--- src/rtl/alu_nibble_sequencer_pkg.sv ---
// Shared types and constants for the nibble-serial ALU sequencer and its bench.
package alu_seq_pkg;

  typedef enum logic [1:0] {
    IDLE = 2'd0,
    RUN  = 2'd1,
    DONE = 2'd2
  } state_t;

  // 74LS181 carry pins are active-low: a high level means no carry.
  localparam logic       CARRY_NONE = 1'b1;

  localparam logic [3:0] SEL_ADD = 4'b1001;
  localparam logic [3:0] SEL_SUB = 4'b0110;

endpackage

--- src/rtl/alu_nibble_sequencer_if.sv ---
// Request/response handshake bundle between a producer and the nibble sequencer.
interface alu_nibble_sequencer_if #(
  parameter int NIBBLES = 4
);
  localparam int W = 4 * NIBBLES;

  logic         req_valid;
  logic         req_ready;
  logic [W-1:0] req_a;
  logic [W-1:0] req_b;
  logic [3:0]   req_sel;
  logic         req_mode;
  logic         req_cin;
  logic         req_acc;

  logic         rsp_valid;
  logic         rsp_ready;
  logic [W-1:0] rsp_f;
  logic         rsp_cout;
  logic         rsp_eq;
  logic         rsp_zero;

  modport master (
    output req_valid, req_a, req_b, req_sel, req_mode, req_cin, req_acc, rsp_ready,
    input  req_ready, rsp_valid, rsp_f, rsp_cout, rsp_eq, rsp_zero
  );

  modport slave (
    input  req_valid, req_a, req_b, req_sel, req_mode, req_cin, req_acc, rsp_ready,
    output req_ready, rsp_valid, rsp_f, rsp_cout, rsp_eq, rsp_zero
  );

endinterface

--- src/rtl/alu_nibble_sequencer.sv ---
// Drives an external 4-bit 74LS181-style ALU one nibble per clock (LSB first, rippled carry).
// Optional accumulator under `ALU_SEQ_ACC_EN: result feeds back as operand A when req_acc=1.
module alu_nibble_sequencer
  import alu_seq_pkg::*;
#(
  parameter int NIBBLES = 4
) (
  input  logic                 clk,
  input  logic                 rst_n,
  alu_nibble_sequencer_if.slave bus,
  output logic [3:0]           alu_a,
  output logic [3:0]           alu_b,
  output logic [3:0]           alu_sel,
  output logic                 alu_mode,
  output logic                 alu_cin,
  input  logic [3:0]           alu_f,
  input  logic                 alu_cout,
  input  logic                 alu_eq
);

  localparam int              W    = 4 * NIBBLES;
  localparam int              CW   = $clog2(NIBBLES);
  localparam logic [CW-1:0]   LAST = CW'(NIBBLES - 1);

  state_t         r_state;
  logic [CW-1:0]  r_cnt;
  logic [W-1:0]   r_a;
  logic [W-1:0]   r_b;
  logic [W-1:0]   r_f;
  logic [3:0]     r_sel;
  logic           r_mode;
  logic           r_cin;
  logic           r_carry;
  logic           r_eq;
  logic           r_rsp_valid;

  logic [CW+1:0]  w_base;
  logic [W-1:0]   w_a_load;

  assign w_base = {r_cnt, 2'b00};

`ifdef ALU_SEQ_ACC_EN
  logic [W-1:0]   r_acc;
  assign w_a_load = bus.req_acc ? r_acc : bus.req_a;
`else
  logic           w_unused_acc;
  assign w_unused_acc = bus.req_acc;
  assign w_a_load     = bus.req_a;
`endif

  assign bus.req_ready = (r_state == IDLE);
  assign bus.rsp_valid = r_rsp_valid;
  assign bus.rsp_f     = r_f;
  assign bus.rsp_cout  = r_carry;
  assign bus.rsp_eq    = r_eq;
  assign bus.rsp_zero  = (r_f == '0);

  // ALU pins idle at neutral values so the external part sees no activity outside RUN.
  always_comb begin
    alu_a    = 4'h0;
    alu_b    = 4'h0;
    alu_sel  = 4'h0;
    alu_mode = 1'b0;
    alu_cin  = CARRY_NONE;
    if (r_state == RUN) begin
      alu_a    = r_a[w_base +: 4];
      alu_b    = r_b[w_base +: 4];
      alu_sel  = r_sel;
      alu_mode = r_mode;
      alu_cin  = (r_cnt == '0) ? r_cin : r_carry;
    end
  end

  always_ff @(posedge clk or negedge rst_n) begin
    if (!rst_n) begin
      r_state     <= IDLE;
      r_cnt       <= '0;
      r_a         <= '0;
      r_b         <= '0;
      r_f         <= '0;
      r_sel       <= 4'h0;
      r_mode      <= 1'b0;
      r_cin       <= 1'b0;
      r_carry     <= CARRY_NONE;
      r_eq        <= 1'b1;
      r_rsp_valid <= 1'b0;
`ifdef ALU_SEQ_ACC_EN
      r_acc       <= '0;
`endif
    end else begin
      case (r_state)
        IDLE: begin
          if (bus.req_valid) begin
            r_a     <= w_a_load;
            r_b     <= bus.req_b;
            r_sel   <= bus.req_sel;
            r_mode  <= bus.req_mode;
            r_cin   <= bus.req_cin;
            r_cnt   <= '0;
            r_eq    <= 1'b1;
            r_state <= RUN;
          end
        end
        RUN: begin
          r_f[w_base +: 4] <= alu_f;
          r_carry          <= alu_cout;
          r_eq             <= r_eq & alu_eq;
          if (r_cnt == LAST) begin
            r_cnt       <= '0;
            r_rsp_valid <= 1'b1;
            r_state     <= DONE;
          end else begin
            r_cnt <= r_cnt + 1'b1;
          end
        end
        DONE: begin
          if (bus.rsp_ready) begin
            r_rsp_valid <= 1'b0;
            r_state     <= IDLE;
`ifdef ALU_SEQ_ACC_EN
            r_acc       <= r_f;
`endif
          end
        end
        default: begin
          r_rsp_valid <= 1'b0;
          r_state     <= IDLE;
        end
      endcase
    end
  end

endmodule

--- src/flat_wrapper.sv ---
// flat-port wrapper written by rule: the top's interface ports become plain ports
module alu_nibble_sequencer_flat import alu_seq_pkg::*;
#(
  parameter int NIBBLES = 4
)
  (clk, rst_n, alu_a, alu_b, alu_sel, alu_mode, alu_cin, alu_f, alu_cout, alu_eq, bus_req_valid, bus_req_a, bus_req_b, bus_req_sel, bus_req_mode, bus_req_cin, bus_req_acc, bus_rsp_ready, bus_req_ready, bus_rsp_valid, bus_rsp_f, bus_rsp_cout, bus_rsp_eq, bus_rsp_zero);
  alu_nibble_sequencer_if #(.NIBBLES(NIBBLES)) bus_i ();
  input  logic clk;
  input  logic rst_n;
  output logic [3:0] alu_a;
  output logic [3:0] alu_b;
  output logic [3:0] alu_sel;
  output logic alu_mode;
  output logic alu_cin;
  input  logic [3:0] alu_f;
  input  logic alu_cout;
  input  logic alu_eq;
  input wire logic [$bits(bus_i.req_valid)-1:0] bus_req_valid;
  input wire logic [$bits(bus_i.req_a)-1:0] bus_req_a;
  input wire logic [$bits(bus_i.req_b)-1:0] bus_req_b;
  input wire logic [$bits(bus_i.req_sel)-1:0] bus_req_sel;
  input wire logic [$bits(bus_i.req_mode)-1:0] bus_req_mode;
  input wire logic [$bits(bus_i.req_cin)-1:0] bus_req_cin;
  input wire logic [$bits(bus_i.req_acc)-1:0] bus_req_acc;
  input wire logic [$bits(bus_i.rsp_ready)-1:0] bus_rsp_ready;
  output wire logic [$bits(bus_i.req_ready)-1:0] bus_req_ready;
  output wire logic [$bits(bus_i.rsp_valid)-1:0] bus_rsp_valid;
  output wire logic [$bits(bus_i.rsp_f)-1:0] bus_rsp_f;
  output wire logic [$bits(bus_i.rsp_cout)-1:0] bus_rsp_cout;
  output wire logic [$bits(bus_i.rsp_eq)-1:0] bus_rsp_eq;
  output wire logic [$bits(bus_i.rsp_zero)-1:0] bus_rsp_zero;
  assign bus_i.req_valid = bus_req_valid;
  assign bus_i.req_a = bus_req_a;
  assign bus_i.req_b = bus_req_b;
  assign bus_i.req_sel = bus_req_sel;
  assign bus_i.req_mode = bus_req_mode;
  assign bus_i.req_cin = bus_req_cin;
  assign bus_i.req_acc = bus_req_acc;
  assign bus_i.rsp_ready = bus_rsp_ready;
  assign bus_req_ready = bus_i.req_ready;
  assign bus_rsp_valid = bus_i.rsp_valid;
  assign bus_rsp_f = bus_i.rsp_f;
  assign bus_rsp_cout = bus_i.rsp_cout;
  assign bus_rsp_eq = bus_i.rsp_eq;
  assign bus_rsp_zero = bus_i.rsp_zero;
  alu_nibble_sequencer #(.NIBBLES(NIBBLES)) u_core (.clk(clk), .rst_n(rst_n), .bus(bus_i), .alu_a(alu_a), .alu_b(alu_b), .alu_sel(alu_sel), .alu_mode(alu_mode), .alu_cin(alu_cin), .alu_f(alu_f), .alu_cout(alu_cout), .alu_eq(alu_eq));
endmodule
--- config.mk ---
export PLATFORM = sky130hd
export DESIGN_NAME = alu_nibble_sequencer_flat
export DESIGN_NICKNAME = d
export VERILOG_FILES = /design/src/rtl/alu_nibble_sequencer_pkg.sv /design/src/rtl/alu_nibble_sequencer_if.sv /design/src/rtl/alu_nibble_sequencer.sv /design/src/flat_wrapper.sv
export SDC_FILE = /design/constraint.sdc
export NUM_CORES = 1
export LEC_CHECK = 0
export ABC_AREA = 1
export BUFFER_PORTS_ARGS = -buffer_cell sky130_fd_sc_hd__buf_2
export CAP_MARGIN = 25
export CORE_MARGIN = 2
export CORE_UTILIZATION = 37
export DETAILED_ROUTE_END_ITERATION = 10
export GPL_ROUTABILITY_DRIVEN = 0
export PLACE_DENSITY = 0.72
export SLEW_MARGIN = 0
export SYNTH_ARGS = -nofsm -noshare
export SYNTH_HDL_FRONTEND = slang
export SYNTH_SLANG_ARGS = --single-unit
--- constraint.sdc ---
create_clock -name clk -period 2.8 [get_ports clk]
set_input_delay 0.42 -clock clk [delete_from_list [all_inputs] [get_ports clk]]
set_output_delay 0.42 -clock clk [all_outputs]
set_load 0.05 [all_outputs]
Word-level counts from Yosys, hierarchy flattened:

Cells that the tools add are included.

* bits in registers: 61

* muxes and demuxes: 19
* reduce and logical (&&, ||, !) cells: 8
* bitwise operators: 2
* $add $sub $neg: 2
* eq/ne operators: 6
* shift operators: 4

Operator list (count)
* 16-bit by 5-bit variable part select with 4-bit output: 2
* 16-bit bitwise mux: 1
* 16-bit logical NOT: 1
* 4-bit by 6-bit variable shift with 16-bit output, first input constant: 1
* 4-bit by 6-bit variable part select with 16-bit output: 1
* 4-bit 2-to-1 mux: 3
* 2-bit 2-to-1 mux: 5
* 1-bit 2-to-1 mux: 6
* 2-bit != test, second input constant: 3
* 4-bit negator with 6-bit output: 1
* 2-bit one-hot mux with 3 select lines: 1
* 3-bit AND reduction: 2
* 2-bit == test, second input constant: 2
* 2-bit logical NOT: 2
* 2-bit one-hot mux with 2 select lines: 1
* 2-bit AND reduction: 2
* 1-bit one-hot mux with 3 select lines: 1
* 2-bit by 1-bit adder with 2-bit output, second input constant: 1
* 2-bit by 1-bit == test with 1-bit output, second input constant: 1
* 1-bit one-hot mux with 2 select lines: 1
* 2-bit nonzero test: 1
* 1-bit bitwise AND: 1
* 1-bit inverter: 1

Depth between registers and ports, before layout:

Gate-level depths: netlist (run 1).

* depth after elaboration: 3
* mapped depth: 8
* gate-level depth less buffers: 7

Worst setup path after synthesis (run 1):

Ideal clock, no wire load.

* path kind: flip-flop to output port
* start point: reg u_core.r_state[1]
* end point: out alu_a[1]
* path slack: 742 ps
* arrival time: 1638 ps
* data required time: 2380 ps
* cell stages (with the launch flop): 5
* buffers on the path: 1
* cell sequence: dfrtp_1 > inv_1 > nand2_2 > buf_4 > a21oi_1

* word-level cells in the longest chain between the ends: 2

RTL lines
* start, declared: line alu_nibble_sequencer.sv:25 `state_t r_state;`
* start signal, assigned: line alu_nibble_sequencer.sv:76 `r_state <= IDLE;`
* start signal, assigned: line alu_nibble_sequencer.sv:101 `r_state <= RUN;`
* start signal, assigned: line alu_nibble_sequencer.sv:111 `r_state <= DONE;`
* 2-bit by 1-bit == test with 1-bit output: line alu_nibble_sequencer.sv:65 `if (r_state == RUN) begin`
* 4-bit 2-to-1 mux: line alu_nibble_sequencer.sv:65
* end, declared: line flat_wrapper.sv:10 `output logic [3:0] alu_a;`

No other way between the ends.

Final worst setup path (run 1):

* start point: reg u_core.r_cnt[1]
* end point: out alu_cin

* word-level cells in the longest chain between the ends: 3

RTL lines
* start, declared: line alu_nibble_sequencer.sv:26 `logic [CW-1:0] r_cnt;`
* start signal, assigned: line alu_nibble_sequencer.sv:113 `r_cnt <= r_cnt + 1'b1;`
* 2-bit logical NOT: line alu_nibble_sequencer.sv:70 `alu_cin = (r_cnt == '0) ? r_cin : r_carry;`
* 1-bit 2-to-1 mux: line alu_nibble_sequencer.sv:70
* 1-bit 2-to-1 mux: line alu_nibble_sequencer.sv:65
* end, declared: line flat_wrapper.sv:14 `output logic alu_cin;`

No other way between the ends.

==> impl_metrics.py, run 1 <==
metrics = {
    "synth": {
        "synth_area_per_cell_um2": 8.26,
        "yosys.area.top_type": "dfrtp_1",
        "synth_area_leaders": "dfrtp_1, nand2_1, a21oi_2",
        "synth_ff_type": "dfrtp_1",
        "synth-edff-count": 0,
        "yosysSeqAreaShare_pct": 49.5,
        "synthCells": 374,
        "synth_top_area_share_pct": 47.8,
        "ys_ff_latch": 61,
        "synth_area_um2": 3090,
        "synth_warnings": 0,
        "netlist-cell-type-count": 25,
        "synth_nets": 429,
        "async_reset_ff_share_pct": 100,
    },
    "detailed_routing": {
        "wl_um": 6900,
        "firstDrtPassIters": 4,
        "wl_per_cell_um": 12.2,
        "route.antenna.remaining_nets": 0,
        "drtIter0Drc": 112,
        "via_per_inst": 4.60,
        "drc": 0,
        "num_vias": 2612,
    },
    "setup_path": {
        "cpPeakStageDelay_ns": 0.36,
        "crit_path_start_kind": "flop",
        "crit_arrival_ns": 1.91,
        "slowest_stage": "ha_1",
        "worstPathCellList": "clkinv_1, ha_1, inv_1, nand2_1, nand3_1, buf_2",
        "cp_max_fo": 11,
        "required_ns": 2.38,
        "path_class": "reg -> out",
        "end_kind": "output pin",
    },
    "timing": {
        "maxSlewHeadroom_pct": 33.9,
        "skew_ns": 0.00871,
        "fmax_mhz": 430,
        "tightestPinTransition_ns": 0.992,
        "timing.final.crit_share_pct": 83.1,
        "grt_setup_unrepaired": "no",
        "report.final.slew_viol_count": 0,
        "finalCriticalPeriod_ns": 2.33,
        "finalSetupTns_ns": 0,
        "hold_viol": 0,
        "setup_viol": 0,
    },
    "die": {
        "die_h_um": 95.4,
        "start_util_pct": 37.8,
        "io_pins": 84,
        "placementRows": 33,
        "core_area_um2": 8180,
        "fp.dieW_um": 95.4,
        "die_area_um2": 9100,
    },
    "global_routing": {
        "grt_pass1_wl_um": 11500,
        "grt_usage_pct": 16.4,
        "overflow": 0,
        "antenna_found_initial": 0,
        "grt_max_degree": 78,
        "grt_pass1_vias": 2477,
    },
    "place": {
        "dpl.hpwl_um": 4840,
        "portBuffers": 82,
    },
    "clocking": {
        "postCtsSetupBuffers": 0,
        "cts_sinks": 61,
        "root_buffer": "clkbuf_8",
        "htree_levels": 3,
        "cts_tree": "built",
        "cts-hold-fix-buffers": 0,
        "clk_latency_ns": 0.34,
        "post_cts_resized": 0,
        "clockBufferDepth": 2,
        "numCtsBuffers": 9,
        "clk_pin_slew_ns": 0.07,
    },
    "status": {
        "status": "finished, final reports clean",
    },
    "run": {
        "cap_violations": 0,
    },
    "final_layout": {
        "drive_gt1_share_pct": 30.7,
        "nets": 513,
        "utilization_pct": 45.7,
        "fill_cells": 839,
        "synthToLayoutAreaGrowth_pct": 21.0,
        "num_antenna_cells": 0,
    },
    "pwr": {
        "powerDensity_nw_per_um2": 1390,
        "p_leak_nw": 2.06,
        "ir_worst_vdd_mv": 0.555,
    },
    "hold_path": {
        "min-delay-path-class": "in -> async",
    },
}
metrics by stage:
step | cell area [um2] | worst slack [ns] | hold slack, ns | std cells | power, W
after global placement | 3570 | 0.772 | 0.461 | 552 | 0.00449
after detailed placement | 3570 | 0.776 | 0.465 | 552 | 0.00455
after global routing | 3740 | 0.283 | 0.251 | 568 | 0.00560
after floorplan | 3090 | 0.742 | 0.124 | 374 | 0.00391
after CTS | 3740 | 0.397 | 0.205 | 568 | 0.00526
final | 3740 | 0.474 | 0.180 | 568 | 0.00520
cell type report:
class | instances | area, um2 | area share, %
Clock buffer | 12 | 145 | 3.88
Clock inverter | 4 | 25.0 | 0.669
Inverter | 51 | 191 | 5.12
Multi-Input combinational cell | 248 | 1270 | 33.9
Sequential cell | 61 | 1530 | 40.9
Tap cell | 105 | 131 | 3.51
Timing Repair Buffer | 87 | 448 | 12.0
power breakdown:
group | internal, W | switching [W] | leakage [nW] | total, W
Clock | 0.000343 | 0.000344 | 0.0824 | 0.000687
Sequential | 0.00128 | 0.000169 | 0.716 | 0.00144
Combinational | 0.000785 | 0.00228 | 1.26 | 0.00306
metal layers:
metal,up-vias,global-route usage (%),routed length (um),share of wire (%)
met3,12,4.19,450,6.5
met5,-,0,0,0
li1,1321,-,-,-
met1,1200,21.7,3170,46
met2,79,25.4,3150,46
met4,0,7.38,132,1.9
sequential cells by signal, summed over array words and instances, names as in the netlist, 2 cells and up:
name              cells
u_core.r_sel          4
u_core.r_b           16
u_core.r_state        2
u_core.bus.rsp_f     16
u_core.r_cnt          2
u_core.r_a           16
synthesized netlist by cell type, types with 3 or more instances:
cell type and number:
o21ai_0 9, nor2_4 3, clkbuf_1 4, nor2_1 59
buf_2 4, inv_1 49, a21oi_1 15, a21oi_2 30
dfrtp_1 59, nand2_1 93, nand3_1 23, buf_8 3
ha_1 6
worst paths after layout:
kind	from	end	slack, ns	cells past startpoint
max in group asynchronous	rst_n	u_core.r_a[12]$_DFFE_PN0P_	1.82	2
worst min register to register	u_core.r_cin$_DFFE_PN0P_	u_core.r_cin$_DFFE_PN0P_	0.47	2
worst min-delay path	rst_n	u_core.r_b[13]$_DFFE_PN0P_	0.18	1
min in group clk	alu_cout	u_core.bus.rsp_cout$_DFFE_PN1P_	0.28	3
worst max-delay path	u_core.r_cnt[1]$_DFFE_PN0P_	alu_cin	0.47	6
worst max register to register	u_core.r_cnt[0]$_DFFE_PN0P_	u_core.bus.rsp_f[2]$_DFFE_PN0P_	1.02	6
cell usage in the layout (no fill, tap or decap):
master and n:
clkinv_2 2, buf_2 82, o21ai_1 1, nand3b_1 1, nand2_2 1, nor2_1 59, buf_4 5, dfrtp_1 59
nor2_8 1, clkinv_1 1, nor2_4 3, inv_1 49, inv_2 1, o21ai_0 9, o22ai_1 1, clkbuf_8 10
a21oi_1 15, nand4_1 2, nand2_1 93, ha_1 6, a21oi_2 30, clkbuf_1 2, clkinvlp_4 2, nand2_4 3
nand3_1 23, dfstp_2 2
cell families (layout without fill, tap and decap cells):
family | after synthesis | in the layout | synth area share [%]
simple gates | 186 | 186 | 25.7
buf+inv | 65 | 154 | 9.64
flops | 61 | 61 | 49.5
compound gates | 56 | 56 | 12.8
fa+ha+maj | 6 | 6 | 2.43
worst max-delay path: cells and delay by family, from the launching register on:
kind                     cells  cell delay, ns
buffers and inverters        3            0.72
flip-flops                   1            0.35
AND/OR/NAND/NOR              2            0.14
adder cells (fa/ha/maj)      1            0.36
Power figures use the tool's default switching activity.
==> run 2, diff against run 1 <==
- PLACE_DENSITY: 0.72 -> 0.74
- clock period: 2.8 -> 2.1 ns (I/O delays scaled with it)
==> run 2 against run 1 <==
Effect of this change: critical path depth down 2; critical endpoint is now alu_b[3]; non-clock buffer count up 5; final area up 3.0%; via count up 2.1%; first-iteration DRC count down 35%; wire length up 3.6%; register-to-register slack worse by 0.52 ns; combinational power up 36%; core utilization up 1.4 points.
==> impl_metrics.py, run 2 (synthesis results as in run 1) <==
metrics = {
    "final_layout": {
        "layout_commonest_cell": "nand2_1",
        "synthToLayoutAreaGrowth_pct": 24.7,
        "drive_gt1_share_pct": 31.8,
        "nets": 518,
        "utilization_pct": 47.1,
        "num_antenna_cells": 0,
        "fill_cells": 823,
        "mostFrequentLayoutCells": "nand2_1, buf_2, nor2_1, dfrtp_1, inv_1",
    },
    "setup_path": {
        "crit_buf_inv": 2,
        "slowest_stage": "dfrtp_1",
        "r2r_start": "u_core.r_cnt[0]$_DFFE_PN0P_",
        "required_ns": 1.78,
        "crit_arrival_ns": 1.66,
        "r2r_cells": 6,
        "path_class": "reg -> out",
        "path_delay_family": "flip-flops",
        "cp_max_fo": 18,
        "crit_path_start_kind": "flop",
        "end_kind": "output pin",
        "r2r_setup_slack_ns": 0.50,
        "r2r_end": "u_core.bus.rsp_f[2]$_DFFE_PN0P_",
        "worstPathCellList": "inv_1, nand2_4, a21oi_1, buf_2",
        "cpPeakStageDelay_ns": 0.49,
    },
    "clocking": {
        "cts_sinks": 61,
        "clockBufferDepth": 2,
        "numCtsBuffers": 9,
        "htree_levels": 3,
        "postCtsSetupBuffers": 0,
        "root_buffer": "clkbuf_8",
        "clk_pin_slew_ns": 0.07,
        "clk_latency_ns": 0.34,
        "cts_tree": "built",
    },
    "die": {
        "placementRows": 33,
        "start_util_pct": 37.8,
        "core_area_um2": 8180,
        "fp.dieW_um": 95.4,
        "io_pins": 84,
        "die_area_um2": 9100,
        "die_h_um": 95.4,
    },
    "hold_path": {
        "holdPathStages": 2,
        "hp-start": "bus_rsp_ready",
        "holdPathEnd": "u_core.r_state[1]$_DFFE_PN0P_",
        "min-delay-path-class": "in -> reg",
    },
    "timing": {
        "finalSetupTns_ns": 0,
        "finalCriticalPeriod_ns": 1.98,
        "hold_viol": 0,
        "setup_viol": 0,
        "whs_ns": 0.179,
        "skew_ns": 0.0122,
        "report.final.slew_viol_count": 0,
        "timing.final.crit_share_pct": 94.3,
        "maxSlewHeadroom_pct": 74.9,
        "fmax_mhz": 505,
        "grt_setup_unrepaired": "no",
        "tightestPinTransition_ns": 0.376,
    },
    "place": {
        "portBuffers": 82,
        "dpl.hpwl_um": 5070,
    },
    "detailed_routing": {
        "firstDrtPassIters": 4,
        "wl_um": 7150,
        "via_per_inst": 4.66,
        "route.antenna.remaining_nets": 0,
        "drc": 0,
        "wl_per_cell_um": 12.5,
        "num_vias": 2668,
        "drtIter0Drc": 73,
    },
    "pwr": {
        "p_sw_w": 0.00376,
        "power.internal_w": 0.00346,
        "combPwrFrac_pct": 57.7,
        "power_switching_share_pct": 52.1,
        "powerDensity_nw_per_um2": 1880,
        "seqPwrFrac_pct": 27.0,
        "pwr-share-clk_pct": 15.3,
        "p_leak_nw": 2.12,
        "ir_worst_vdd_mv": 0.831,
    },
    "global_routing": {
        "grt_max_degree": 62,
        "overflow": 0,
        "grt_usage_pct": 16.6,
        "grt_pass1_vias": 2538,
        "antenna_found_initial": 0,
        "grt_pass1_wl_um": 11600,
    },
    "status": {
        "status": "finished, final reports clean",
    },
    "run": {
        "cap_violations": 0,
    },
}
-- run 2: power by group through the flow --
| stage | Sequential, W | Combinational, W | Clock [W] |
|---|---|---|---|
| 3_5_place_dp | 0.00197 | 0.00419 | 0 |
| 3_3_place_gp | 0.00195 | 0.00411 | 0 |
| 2_1_floorplan | 0.00239 | 0.00282 | 0 |
| 4_1_cts | 0.00195 | 0.00421 | 0.00113 |
| 5_1_grt | 0.00201 | 0.00453 | 0.00120 |
| 6_report | 0.00195 | 0.00417 | 0.00110 |
-- run 2: area by class of cell --
class | count | area (um2) | share of cell area (%)
timing repair buffer | 92 | 515 | 13.4
sequential | 61 | 1530 | 39.7
clock inverter | 4 | 45.0 | 1.17
inverter | 51 | 191 | 4.97
clock buffer | 12 | 165 | 4.29
multi-input combinational | 248 | 1270 | 33.1
tap | 105 | 131 | 3.41
-- run 2: how the worst max path moves through the flow --
stage,slack (ns),from,to,cells past startpoint
after CTS,0.04,u_core.r_cnt[0]$_DFFE_PN0P_,alu_b[3],6
after detailed placement,0.33,u_core.r_state[1]$_DFFE_PN0P_,alu_b[3],4
after global placement,0.36,u_core.r_state[1]$_DFFE_PN0P_,alu_b[3],4
after floorplan,0.15,u_core.r_state[1]$_DFFE_PN0P_,alu_a[1],4
after global routing,0.02,u_core.r_cnt[0]$_DFFE_PN0P_,alu_cin,6
final,0.12,u_core.r_state[1]$_DFFE_PN0P_,alu_b[3],4
-- run 2: per-stage QoR --
step,instance area [um2],worst slack [ns],power [W],std cells
6_report,3850,0.121,0.00722,573
5_1_grt,3850,0.0166,0.00773,573
4_1_cts,3850,0.0375,0.00728,573
3_5_place_dp,3620,0.328,0.00616,556
3_3_place_gp,3620,0.357,0.00606,556
2_1_floorplan,3090,0.147,0.00521,374
-- run 2: per-layer routing --
| layer | share of wire, % | GRT usage [%] | vias up |
|---|---|---|---|
| met4 | 1.8 | 7.02 | 0 |
| met2 | 47 | 27.6 | 68 |
| met3 | 5.3 | 4.03 | 11 |
| li1 | - | - | 1335 |
| met1 | 46 | 20.6 | 1254 |
| met5 | 0 | 0 | - |
-- run 2: timing repair --
action / CTS / global route
setup endpoints to repair: 6 / 4
gates resized for setup: 1 / 2
hold endpoints to repair: 53 / 0
gates cloned: 0 / 0
hold buffers: 1 / 0
-- run 2: worst reg2reg max path, stage by stage (launching register included) --
cell and delay [ns]:
dfrtp_2 0.45, inv_1 0.11, buf_4 0.21, ha_1 0.30, nor2_1 0.17, nand2_1 0.09
o21ai_0 0.19
==> run 3, diff against run 2 <==
- CORE_UTILIZATION: 37 -> 47
- PLACE_DENSITY: 0.74 -> 0.88
==> run 3 against run 2 <==
Effect of this change: highest routed layer unchanged; first-iteration DRC count grew 56%; combinational power increased by 1%; sequential share of layout area grew 0.64 points; non-clock buffer count stayed put; sequential power barely moved; setup slack worse by 0.010 ns; clock power fell by 13%; fmax is 0.52% lower; register-to-register slack improved by 0.04 ns; total power down 1.6%.
==> impl_metrics.py, run 3 (synthesis results as in run 1) <==
metrics = {
    "pwr": {
        "power.internal_w": 0.00336,
        "p_sw_w": 0.00375,
        "seqPwrFrac_pct": 27.4,
        "pwr-share-clk_pct": 13.4,
        "combPwrFrac_pct": 59.2,
        "powerDensity_nw_per_um2": 1880,
        "ir_worst_vdd_mv": 1.46,
        "p_leak_nw": 2.10,
        "power_switching_share_pct": 52.7,
    },
    "timing": {
        "skew_ns": 0.0104,
        "fmax_mhz": 503,
        "maxSlewHeadroom_pct": 51.8,
        "timing.final.crit_share_pct": 94.7,
        "hold_viol": 0,
        "finalCriticalPeriod_ns": 1.99,
        "finalSetupTns_ns": 0,
        "report.final.slew_viol_count": 0,
        "grt_setup_unrepaired": "no",
        "setup_viol": 0,
        "tightestPinTransition_ns": 0.722,
        "layout_setup_ws_ns": 0.110,
    },
    "detailed_routing": {
        "firstDrtPassIters": 5,
        "drc": 0,
        "wl_um": 7050,
        "drtIter0Drc": 114,
        "via_per_inst": 4.84,
        "route.antenna.remaining_nets": 0,
        "num_vias": 2640,
        "wl_per_cell_um": 12.9,
    },
    "global_routing": {
        "grt_pass1_wl_um": 11900,
        "grt_usage_pct": 20.7,
        "grt_pass1_vias": 2620,
        "antenna_found_initial": 0,
        "grt_max_degree": 35,
        "overflow": 0,
    },
    "setup_path": {
        "crit_path_start_kind": "flop",
        "path_class": "reg -> out",
        "required_ns": 1.78,
        "crit_arrival_ns": 1.67,
        "end_kind": "output pin",
        "cp_max_fo": 18,
    },
    "clocking": {
        "cts_sinks": 61,
        "htree_levels": 3,
        "clockBufferDepth": 2,
        "cts-hold-fix-buffers": 0,
        "root_buffer": "clkbuf_8",
        "clk_latency_ns": 0.33,
        "numCtsBuffers": 9,
        "cts_tree": "built",
        "clk_pin_slew_ns": 0.07,
    },
    "final_layout": {
        "multiInputGateArea_um2": 1270,
        "utilization_pct": 59.7,
        "nets": 518,
        "seqCellArea_um2": 1530,
        "layout_commonest_cell": "nand2_1",
        "synthToLayoutAreaGrowth_pct": 22.6,
        "mostFrequentLayoutCells": "nand2_1, buf_2, nor2_1, dfrtp_1, inv_1",
        "drive_gt1_share_pct": 31.4,
        "fill_cells": 589,
        "finalNonFillerCells": 545,
        "num_antenna_cells": 0,
    },
    "place": {
        "dpl.hpwl_um": 5010,
        "dp_worst_setup_slack_ns": 0.345,
        "portBuffers": 82,
        "dp.cells": 528,
    },
    "run": {
        "cap_violations": 0,
    },
    "hold_path": {
        "min-delay-path-class": "in -> async",
    },
    "die": {
        "start_util_pct": 48.7,
        "fp.dieW_um": 85.1,
        "die_area_um2": 7240,
        "core_area_um2": 6350,
        "placementRows": 29,
        "io_pins": 84,
        "die_h_um": 85.1,
    },
    "status": {
        "status": "finished, final reports clean",
    },
}
run 3: cell count changes in the layout (fill, tap and decap cells not counted), sizes merged:
cell         change
clkbuf           +3
clkinv           -3
dlygate4sd3      -1
clkinvlp         +1
bufinv           -1
buf              +1
run 3: final cells by class:
| type | count | area share [%] |
|---|---|---|
| well taps | 77 | 2.54 |
| flip-flops and latches | 61 | 40.4 |
| clock buffers | 15 | 4.66 |
| repair buffers | 92 | 13.5 |
| multi-input cells | 248 | 33.6 |
| inverters | 51 | 5.15 |
| clock inverters | 1 | 0.132 |
run 3: path summary, 6_finish.rpt:
check                                              startpoint                         endpoint  slack (ns)  cells after the start
worst max register to register  u_core.r_state[1]$_DFFE_PN0P_        u_core.r_a[0]$_DFFE_PN0P_        0.54                      5
worst max-delay path            u_core.r_state[1]$_DFFE_PN0P_                         alu_a[0]        0.11                      4
worst min register to register       u_core.r_cin$_DFFE_PN0P_         u_core.r_cin$_DFFE_PN0P_        0.47                      2
min in group clk                                     alu_cout  u_core.bus.rsp_cout$_DFFE_PN1P_        0.18                      3
max in group asynchronous                               rst_n      u_core.r_sel[2]$_DFFE_PN0P_        1.43                      2
worst min-delay path                                    rst_n        u_core.r_b[9]$_DFFE_PN0P_        0.04                      1
run 3: power groups by stage:
stage / sequential, W / combinational, W / clock, W
6_report: 0.00195 / 0.00421 / 0.000953
5_1_grt: 0.00201 / 0.00457 / 0.00103
4_1_cts: 0.00194 / 0.00421 / 0.000977
3_5_place_dp: 0.00196 / 0.00418 / 0
3_3_place_gp: 0.00193 / 0.00410 / 0
2_1_floorplan: 0.00239 / 0.00282 / 0
run 3: routing by layer:
| metal | global-route usage, % | vias to the layer above | wire length (um) |
|---|---|---|---|
| met3 | 3.89 | 9 | 378 |
| met2 | 35.8 | 83 | 3540 |
| met4 | 7.79 | 0 | 86 |
| li1 | - | 1331 | - |
| met5 | 0 | - | 0 |
| met1 | 25.8 | 1217 | 3050 |
run 3: what timing repair did:
item                       CTS  global route
resized for setup            1             2
setup endpoints to repair    4             1
buffers inserted             0             1
run 3: per-stage QoR:
step                cell area, um2  hold WS [ns]  power (W)
finish                        3790        0.0379    0.00711
global route                  3790        0.0809    0.00761
CTS                           3770        0.0498    0.00713
detailed placement            3590         0.410    0.00614
global placement              3590         0.398    0.00603
floorplan                     3090        0.0194    0.00521
run 3: critical path: stages (launching register included):
cell	delay (ns)
dfrtp_1	0.50
inv_1	0.18
nand2_4	0.18
a21oi_1	0.20
buf_2	0.29
